--- src/rtl/kd_tree_pkg.sv ---
// Shared definitions for the kd-tree host controller: node command codes, widths and host FSM states.
package kd_tree_pkg;

    localparam int CMD_W  = 5;
    localparam int DATA_W = 24;

    localparam logic [CMD_W-1:0] CMD_NOP              = 5'h00;
    localparam logic [CMD_W-1:0] CMD_CENTER_FILL      = 5'h01;
    localparam logic [CMD_W-1:0] CMD_CENTER_FILL_DONE = 5'h05;
    localparam logic [CMD_W-1:0] CMD_BUSY             = 5'h08;
    localparam logic [CMD_W-1:0] CMD_START_SORTING    = 5'h09;
    localparam logic [CMD_W-1:0] CMD_SORT_DONE        = 5'h10;
    localparam logic [CMD_W-1:0] CMD_RST_DONE         = 5'h1E;
    localparam logic [CMD_W-1:0] CMD_RST              = 5'h1F;

    typedef enum logic [2:0] {
        ST_IDLE,
        ST_TREE_RST,
        ST_FILL,
        ST_WAIT_FILL,
        ST_SORT,
        ST_WAIT_SORT,
        ST_DONE,
        ST_ERROR
    } host_state_t;

    // States in which the shared wait timer runs.
    function automatic logic is_wait_state(input host_state_t s);
        return (s == ST_TREE_RST) || (s == ST_WAIT_FILL) || (s == ST_WAIT_SORT);
    endfunction

endpackage

--- src/rtl/kd_wait_timer.sv ---
// Wait-state timer: synchronous clear, count enable and terminal-count flag for TC cycles.
module kd_wait_timer #(
    parameter int TC = 4096
) (
    input  logic i_clk,
    input  logic i_reset,
    input  logic i_clr,
    input  logic i_en,
    output logic o_tc
);

    localparam int CW = $clog2(TC + 1);

    logic [CW-1:0] r_cnt;

    always_ff @(posedge i_clk) begin
        if (i_reset || i_clr) begin
            r_cnt <= '0;
        end else if (i_en) begin
            r_cnt <= r_cnt + 1'b1;
        end
    end

    // Flag fires during the TC-th enabled cycle so the caller leaves at that edge.
    assign o_tc = i_en && (r_cnt == CW'(TC - 1));

endmodule

--- src/rtl/kd_tree_host_ctrl.sv ---
// Host initiator for the kd-tree root node: reset tree, stream centers, start sort, await completion.
// Optional cycle counters are enabled by defining KD_HOST_PERF_EN.
module kd_tree_host_ctrl #(
    parameter int CMD_W          = kd_tree_pkg::CMD_W,
    parameter int DATA_W         = kd_tree_pkg::DATA_W,
    parameter int MAX_CENTERS    = 32,
    parameter int TIMEOUT_CYCLES = 4096
) (
    input  logic                               clk,
    input  logic                               reset,
    input  logic                               start,
    input  logic                               abort,
    input  logic [$clog2(MAX_CENTERS+1)-1:0]   num_centers,
    input  logic                               ctr_valid,
    input  logic [DATA_W-1:0]                  ctr_data,
    output logic                               ctr_ready,
    output logic [CMD_W-1:0]                   cmd_to_root,
    output logic [DATA_W-1:0]                  data_to_root,
    input  logic [CMD_W-1:0]                   cmd_from_root,
    output logic                               busy,
    output logic                               done,
    output logic                               error,
    output logic                               overflow
`ifdef KD_HOST_PERF_EN
    ,
    output logic [31:0]                        perf_fill_cycles,
    output logic [31:0]                        perf_sort_cycles
`endif
);

    import kd_tree_pkg::*;

    localparam int NC_W = $clog2(MAX_CENTERS + 1);

    host_state_t       r_state;
    logic [CMD_W-1:0]  r_cmd;
    logic [DATA_W-1:0] r_data;
    logic [NC_W-1:0]   r_num;
    logic [NC_W-1:0]   r_sent;
    logic              r_done;
    logic              r_error;
    logic              r_overflow;

    logic w_idle_like;
    logic w_start_acc;
    logic w_all_sent;
    logic w_fill_done;
    logic w_tmo;

    function automatic logic [NC_W-1:0] clamp_num(input logic [NC_W-1:0] n);
        return (n > NC_W'(MAX_CENTERS)) ? NC_W'(MAX_CENTERS) : n;
    endfunction

    assign w_idle_like = (r_state == ST_IDLE) || (r_state == ST_DONE) || (r_state == ST_ERROR);
    assign w_start_acc = start && !abort && w_idle_like;
    assign w_all_sent  = (r_sent >= r_num);
    assign w_fill_done = (cmd_from_root == CMD_CENTER_FILL_DONE);

    // Timer is held clear outside wait states; abort re-enters TREE_RST and must restart it.
    kd_wait_timer #(
        .TC (TIMEOUT_CYCLES)
    ) u_wait_timer (
        .i_clk   (clk),
        .i_reset (reset),
        .i_clr   (abort || !is_wait_state(r_state)),
        .i_en    (is_wait_state(r_state)),
        .o_tc    (w_tmo)
    );

    always_ff @(posedge clk) begin
        if (reset) begin
            r_state    <= ST_IDLE;
            r_cmd      <= CMD_NOP;
            r_data     <= '0;
            r_num      <= '0;
            r_sent     <= '0;
            r_done     <= 1'b0;
            r_error    <= 1'b0;
            r_overflow <= 1'b0;
        end else begin
            r_done <= 1'b0;
            r_cmd  <= CMD_NOP;
            r_data <= '0;
            if (abort) begin
                r_state    <= ST_TREE_RST;
                r_cmd      <= CMD_RST;
                r_sent     <= '0;
                r_error    <= 1'b0;
                r_overflow <= 1'b0;
            end else begin
                case (r_state)
                    ST_IDLE, ST_DONE, ST_ERROR: begin
                        if (start) begin
                            r_num      <= clamp_num(num_centers);
                            r_sent     <= '0;
                            r_error    <= 1'b0;
                            r_overflow <= 1'b0;
                            r_state    <= ST_TREE_RST;
                            r_cmd      <= CMD_RST;
                        end
                    end
                    ST_TREE_RST: begin
                        if (cmd_from_root == CMD_RST_DONE) begin
                            r_state <= ST_FILL;
                        end else if (w_tmo) begin
                            r_state <= ST_ERROR;
                            r_error <= 1'b1;
                        end else begin
                            r_cmd <= CMD_RST;
                        end
                    end
                    ST_FILL: begin
                        if (w_fill_done && !w_all_sent) begin
                            r_overflow <= 1'b1;
                            r_state    <= ST_SORT;
                        end else if (w_all_sent) begin
                            r_state <= w_fill_done ? ST_SORT : ST_WAIT_FILL;
                        end else if (ctr_valid) begin
                            r_cmd  <= CMD_CENTER_FILL;
                            r_data <= ctr_data;
                            r_sent <= r_sent + 1'b1;
                        end
                    end
                    ST_WAIT_FILL: begin
                        if (w_fill_done) begin
                            r_state <= ST_SORT;
                        end else if (w_tmo) begin
                            r_state <= ST_ERROR;
                            r_error <= 1'b1;
                        end
                    end
                    ST_SORT: begin
                        r_cmd   <= CMD_START_SORTING;
                        r_state <= ST_WAIT_SORT;
                    end
                    ST_WAIT_SORT: begin
                        if (cmd_from_root == CMD_SORT_DONE) begin
                            r_done  <= 1'b1;
                            r_state <= ST_DONE;
                        end else if (w_tmo) begin
                            r_state <= ST_ERROR;
                            r_error <= 1'b1;
                        end
                    end
                    default: r_state <= ST_IDLE;
                endcase
            end
        end
    end

    assign ctr_ready    = (r_state == ST_FILL) && ctr_valid && !w_all_sent && !w_fill_done;
    assign cmd_to_root  = r_cmd;
    assign data_to_root = r_data;
    assign busy         = !w_idle_like;
    assign done         = r_done;
    assign error        = r_error;
    assign overflow     = r_overflow;

`ifdef KD_HOST_PERF_EN
    logic [31:0] r_perf_fill;
    logic [31:0] r_perf_sort;

    always_ff @(posedge clk) begin
        if (reset || w_start_acc) begin
            r_perf_fill <= '0;
            r_perf_sort <= '0;
        end else begin
            if (((r_state == ST_FILL) || (r_state == ST_WAIT_FILL)) && (r_perf_fill != '1)) begin
                r_perf_fill <= r_perf_fill + 1'b1;
            end
            if (((r_state == ST_SORT) || (r_state == ST_WAIT_SORT)) && (r_perf_sort != '1)) begin
                r_perf_sort <= r_perf_sort + 1'b1;
            end
        end
    end

    assign perf_fill_cycles = r_perf_fill;
    assign perf_sort_cycles = r_perf_sort;
`endif

endmodule

--- config.mk ---
export PLATFORM = sky130hd
export DESIGN_NAME = kd_tree_host_ctrl
export DESIGN_NICKNAME = d
export VERILOG_FILES = /design/src/rtl/kd_tree_pkg.sv /design/src/rtl/kd_wait_timer.sv /design/src/rtl/kd_tree_host_ctrl.sv
export SDC_FILE = /design/constraint.sdc
export NUM_CORES = 1
export LEC_CHECK = 0
export ABC_CLOCK_PERIOD_IN_PS = 2400
export CORE_ASPECT_RATIO = 0.75
export CORE_MARGIN = 5
export CORE_UTILIZATION = 46
export DETAILED_ROUTE_END_ITERATION = 7
export GPL_ROUTABILITY_DRIVEN = 0
export GPL_TIMING_DRIVEN = 0
export PLACE_DENSITY = 0.8
export SYNTH_ARGS = -nofsm -noshare
export SYNTH_HDL_FRONTEND = slang
export SYNTH_SLANG_ARGS = --single-unit
--- constraint.sdc ---
create_clock -name clk -period 2.4 [get_ports clk]
set_input_delay 0.6 -clock clk [delete_from_list [all_inputs] [get_ports clk]]
set_output_delay 0.6 -clock clk [all_outputs]
set_load 0.01 [all_outputs]
==> flow_summary.ini, run 1 <==
[worst_setup_path]
endpoint_kind = primary output
cp-start-kind = flop
r2r_slack_ns = 0.38
path_max_fanout = 2
worstPathArrival_ns = 1.73
cp.required_ns = 1.80
worstSetupPathType = reg2out

[final_layout]
nNetsFinal = 390
fill_cells = 371
layout_commonest_cell = clkdlybuf4s50_1
drive_above_1_share_pct = 15.90
layout_common_cells = 67 x clkdlybuf4s50_1, 52 x dfxtp_1, 29 x and3_1, 22 x nor2_1, 18 x nand2_1
diodes = 0
syn_to_final_growth_pct = 46.20

[timing]
clock.fmax_mhz = 429.7
finalHoldViolCount = 0
holdWs_ns = 0.4561
timing.slew.headroom_pct = 58.61
finalWorstPathRequiredPeriod_ns = 2.327
timing.final.crit_share_pct = 96.96
slew_viol_final = 0
worst_pin_slew_ns = 0.6186
setup_tns_ns = 0
fin_skew_ns = 0.009643
layout_setup_ws_ns = 0.07306
finalSetupViolCount = 0
rsz0062_at_grt = true

[power_and_ir_drop]
p_clk_share_pct = 43.6
p_per_area_nw_per_um2 = 580.5
p_switching_uw = 460.7
p_comb_share_pct = 8.2
p_int_uw = 1564
p_seq_share_pct = 48.3
sw_frac_of_total_pct = 22.75
leakagePower_uw = 0.001371
vdd_drop_max_v = 0.0003606

[floorplan]
die_h_um = 72.37
die_area_um2 = 6742
ios = 74
die_x_um = 93.16
rows = 22
coreArea_um2 = 4955
initial_core_util_pct = 48.16

[clocking]
cts_max_level = 3
clock_latency_ns = 0.33
clockBufferDepth = 2
cts_tree = yes
clk_pin_slew_worst_paths_ns = 0.07
cts_buffers = 9
cts.sinks = 58
cts_root_buf = clkbuf_8

[logic_synthesis]
syn_inst = 254
synth_warnings = 0
synth_area_leaders = dfxtp_1 49%, and3_1 7.9%, ha_1 4.2%
yosysTopAreaCellShare_pct = 48.66
avgSynthCellArea_um2 = 9.394
seq_area_frac_synth_pct = 48.66
synth_seq_cells = 58
synth_area_leader_cell = dfxtp_1
ys_types = 46
syn-cell-area_um2 = 2386
syn_nets = 302

[grt]
gr-total-overflow = 0
antenna_found_initial = 0
grt_pass1_wl_um = 9363
grt_pass1_vias = 2039
grt_usage_pct = 17.82
grt_max_degree = 11

[routing]
via_count = 2109
dr.pass1.iters = 5
viasPerCell = 5.195
route.detailed.drc = 0
antenna_left = 0
drtIter0Drc = 73
drt-wirelength-per-cell_um = 14.50
wirelength_um = 5885

[placed_design]
hpwl_um = 4108
io_buffers = 73
place_ws_ns = -0.8773

[run]
drv_cap = 0

[outcome]
status = completed

[hold_path]
hold_path_class = reg2reg
critical path, cell delays in order, from the launching register on:
cell	delay, ns
dfxtp_2	0.34
inv_2	0.05
ha_4	0.21
a21oi_2	0.15
o211a_1	0.17
o31a_2	0.14
and3_4	0.21
buf_6	0.10
timing repair:
action,in CTS,in global routing
cloned,0,0
endpoints found under the hold margin,0,0
pin swaps,6,3
hold buffers,0,0
endpoints found under the setup margin,1,2
resized for setup,28,4
setup buffers,6,0
sequential cells by signal, summed over array words and instances, names as in the netlist:
register and cells:
overflow 1, cmd_to_root 3, r_sent 6, data_to_root 24, done 1, r_num 6, r_state 3, error 1
u_wait_timer.r_cnt 13
path summary, 6_finish.rpt:
path	to	depth (start not counted)	startpoint
hold / removal	r_num[2]	2	r_num[2]
setup reg to reg	data_to_root[22]	9	r_num[3]
setup / recovery	ctr_ready	7	r_num[3]
hold reg to reg	r_num[2]	2	r_num[2]
Yosys cell counts, drive strengths merged:
master and count:
nor2 23, mux2i 1, and3 30, nor2b 3
nand3 9, a22o 1, xnor2 4, nand2b 3
inv 10, buf 7, a21oi 20, clkinv 1
nand2 19, o21ai 8, a31oi 2, dfxtp 58
a21o 1, o31a 1, o21a 1, a21boi 1
o211a 1, a41oi 1, o311ai 1, and2 2
ha 8, a221oi 1, clkbuf 5, nand4 3
nor4b 1, a22oi 1, nor4 2, o221ai 1
or3 5, nor3 6, xor2 6, or4b 1
nand3b 6
metrics by stage:
step                      instances  util [%]  instance area, um^2  power [uW]
after floorplan                 254         -                 2386        1060
after global placement          387     64.42                 3192        1157
after detailed placement        387     64.42                 3192        1159
after CTS                       407     70.51                 3493        2041
after global routing            406     70.40                 3488        2109
final                           406     70.40                 3488        2025
cells by family after synthesis:
family,share of synthesized area [%]
flops,48.66
xor+xnor,3.671
mux,0.4195
simple gates,26.90
buf+inv,4.981
fa+ha+maj,4.195
compound gates,11.17
routing by layer:
layer / global-route usage (%) / wire [um]
met3: 6.736 / 500
met2: 27.13 / 2460
met4: 9.431 / 106
met1: 22.00 / 2817
met5: 0 / 0
cell type report:
| class | instances | area [um^2] | area share (%) |
|---|---|---|---|
| tap | 60 | 75.07 | 2.152 |
| inverter | 11 | 41.29 | 1.184 |
| multi-input combinational | 173 | 1176 | 33.72 |
| timing repair buffer | 79 | 770.7 | 22.09 |
| clock inverter | 5 | 55.05 | 1.578 |
| sequential | 58 | 1171 | 33.57 |
| clock buffer | 10 | 137.6 | 3.945 |
| buffer | 10 | 61.31 | 1.758 |
power by group through the flow:
stage	combinational, uW	sequential [uW]	clock (uW)
2_1_floorplan	59.7	1000	0
3_3_place_gp	159	998	0
3_5_place_dp	160	999	0
4_1_cts	164	978	898
5_1_grt	180	977	952
6_report	165	977	882
(Power assumes the default switching activity.)
==> inputs of run 2 (changes only) <==
--- a/config.mk
+++ b/config.mk
@@ -9,6 +9,8 @@
 export CORE_ASPECT_RATIO = 0.75
 export CORE_MARGIN = 5
 export CORE_UTILIZATION = 46
+export CTS_BUF_LIST = sky130_fd_sc_hd__clkbuf_16
+export CTS_CLUSTER_SIZE = 16
 export DETAILED_ROUTE_END_ITERATION = 7
 export GPL_ROUTABILITY_DRIVEN = 0
 export GPL_TIMING_DRIVEN = 0
==> run 2 against run 1 <==
Compared with the run above: hold slack got worse by 0.0032 ns; utilization is 1.7 points higher; final cell count rose by 0.74%; clock skew is 0.0031 ns lower; register-to-register slack improved by 0.03 ns; combinational power hardly changed; cell area is 2.4% higher; clock-buffer cell count decreased by 1; clock power grew 37%; sequential power barely moved; via count increased by 1.4%; largest cell class is now registers; highest routed layer unchanged.
==> flow_summary.ini, run 2 (synthesis results as in run 1) <==
[timing]
clock.fmax_mhz = 422.0
finalSetupViolCount = 0
finalWorstPathRequiredPeriod_ns = 2.369
timing.final.crit_share_pct = 98.73
fin_skew_ns = 0.006575
worst_pin_slew_ns = 0.6126
finalHoldViolCount = 0
layout_setup_ws_ns = 0.03055
timing.slew.headroom_pct = 59.01
slew_viol_final = 0
holdWs_ns = 0.4529

[final_layout]
nNetsFinal = 393
fill_cells = 369
layout_common_cells = 67 x clkdlybuf4s50_1, 55 x dfxtp_1, 29 x and3_1, 22 x nor2_1, 18 x nand2_1
largest_reg_flops = 24
layout_commonest_cell = clkdlybuf4s50_1
drive_above_1_share_pct = 14.04
syn_to_final_growth_pct = 49.71
diodes = 0
final_core_util_pct = 72.10

[hold_path]
hold_path_class = reg2reg
hold_path_depth = 2

[power_and_ir_drop]
vdd_drop_max_v = 0.0005485
p_per_area_nw_per_um2 = 659.6
leakagePower_uw = 0.001415
p_total_uw = 2356

[placed_design]
io_buffers = 73
place_ws_ns = -0.8773
hpwl_um = 4108

[routing]
antenna_left = 0
via_count = 2138
viasPerCell = 5.227
route.detailed.drc = 0
drtIter0Drc = 96
wirelength_um = 6092
drt-wirelength-per-cell_um = 14.89
dr.pass1.iters = 4

[worst_setup_path]
crit_family = compound AO/OA/AOI/OAI gates
path_max_fanout = 3
crit_path_cell_trace = inv_1 > ha_4 > nand2_1 > o31a_2 > and3_4 > buf_6
slowest_delay_ns = 0.36
cp.required_ns = 1.80
cp-start-kind = flop
critPathBufInv = 2
path_depth = 6
endpoint_kind = primary output
worstPathArrival_ns = 1.77
worstSetupPathType = reg2out
cp_slowest_cell = o31a_2
reg2reg_depth = 9

[grt]
grt_max_degree = 12
grt_pass1_wl_um = 9432
gr-total-overflow = 0
grt_usage_pct = 17.96
antenna_found_initial = 0
grt_pass1_vias = 2049

[floorplan]
ios = 74
die_area_um2 = 6742
rows = 22
die_x_um = 93.16
coreArea_um2 = 4955
initial_core_util_pct = 48.16
die_h_um = 72.37

[clocking]
cts_root_buf = clkbuf_16
cts.sinks = 58
cts_buffers = 9
cts_max_level = 3
clk_pin_slew_worst_paths_ns = 0.05
cts_tree = yes
clock_latency_ns = 0.32
clockBufferDepth = 2

[run]
drv_cap = 0

[outcome]
status = completed
run 2: cell count changes in the layout (fill, tap and decap cells not counted), moves of 2 or more:
| cell | delta |
|---|---|
| buf_4 | +3 |
| inv_2 | -2 |
| dfxtp_2 | -2 |
| dfxtp_1 | +3 |
| clkbuf_8 | -10 |
| inv_1 | +2 |
| clkbuf_16 | +9 |
run 2: area by class of cell:
type                       instances  area (um^2)  share of cell area [%]
inverter                          11        41.29                   1.156
buffer                            10        61.31                   1.716
clock buffer                       9        225.2                   6.305
clock inverter                     6        58.81                   1.646
multi-input combinational        173         1152                   32.26
tap                               60        75.07                   2.102
sequential                        58         1165                   32.61
timing repair buffer              82        793.3                   22.21
run 2: path summary, 6_finish.rpt:
kind,slack (ns),startpoint,end
setup / recovery,0.03,r_num[3],ctr_ready
hold reg to reg,0.45,r_num[2],r_num[2]
setup reg to reg,0.41,r_num[3],data_to_root[16]
hold / removal,0.45,r_num[2],r_num[2]
run 2: worst register-to-register path, cell delays in order, from the launching register on:
cell and delay [ns]:
dfxtp_1 0.34, inv_1 0.08, ha_4 0.27, nand2_1 0.07, o31a_2 0.36, and3_4 0.21
buf_4 0.14, buf_4 0.13, buf_4 0.13, and3_1 0.16
run 2: through the flow:
stage	setup TNS, ns	area [um^2]	instances
global placement	-2.967	3192	387
floorplan	0	2386	254
global route	-0.01508	3572	409
finish	0	3572	409
CTS	0	3523	405
detailed placement	-3.591	3192	387
run 2: timing repair:
item                       CTS  global route
hold buffers                 0             0
setup endpoints to repair    1             1
pin swaps                    4             0
resized for setup           17             5
buffers inserted             5             4
run 2: layer usage:
metal / vias up / part of all wire [%] / GRT usage (%)
met4: 0 / 1.7 / 7.967
met3: 11 / 7.5 / 6.528
met1: 966 / 47 / 22.27
li1: 1068 / - / -
met2: 93 / 44 / 28.17
met5: - / 0 / 0
run 2: power breakdown:
part | switching, uW | total (uW) | internal [uW]
registers | 6.26 | 980 | 974
clock network | 423 | 1210 | 788
logic | 70.2 | 166 | 95.4
==> inputs of run 3 (changes only) <==
--- a/config.mk
+++ b/config.mk
@@ -15,6 +15,7 @@
 export GPL_ROUTABILITY_DRIVEN = 0
 export GPL_TIMING_DRIVEN = 0
 export PLACE_DENSITY = 0.8
+export SLEW_MARGIN = 20
 export SYNTH_ARGS = -nofsm -noshare
 export SYNTH_HDL_FRONTEND = slang
 export SYNTH_SLANG_ARGS = --single-unit
==> results of run 3 <==
Final layout, timing and power as in run 2 (identical DEF).
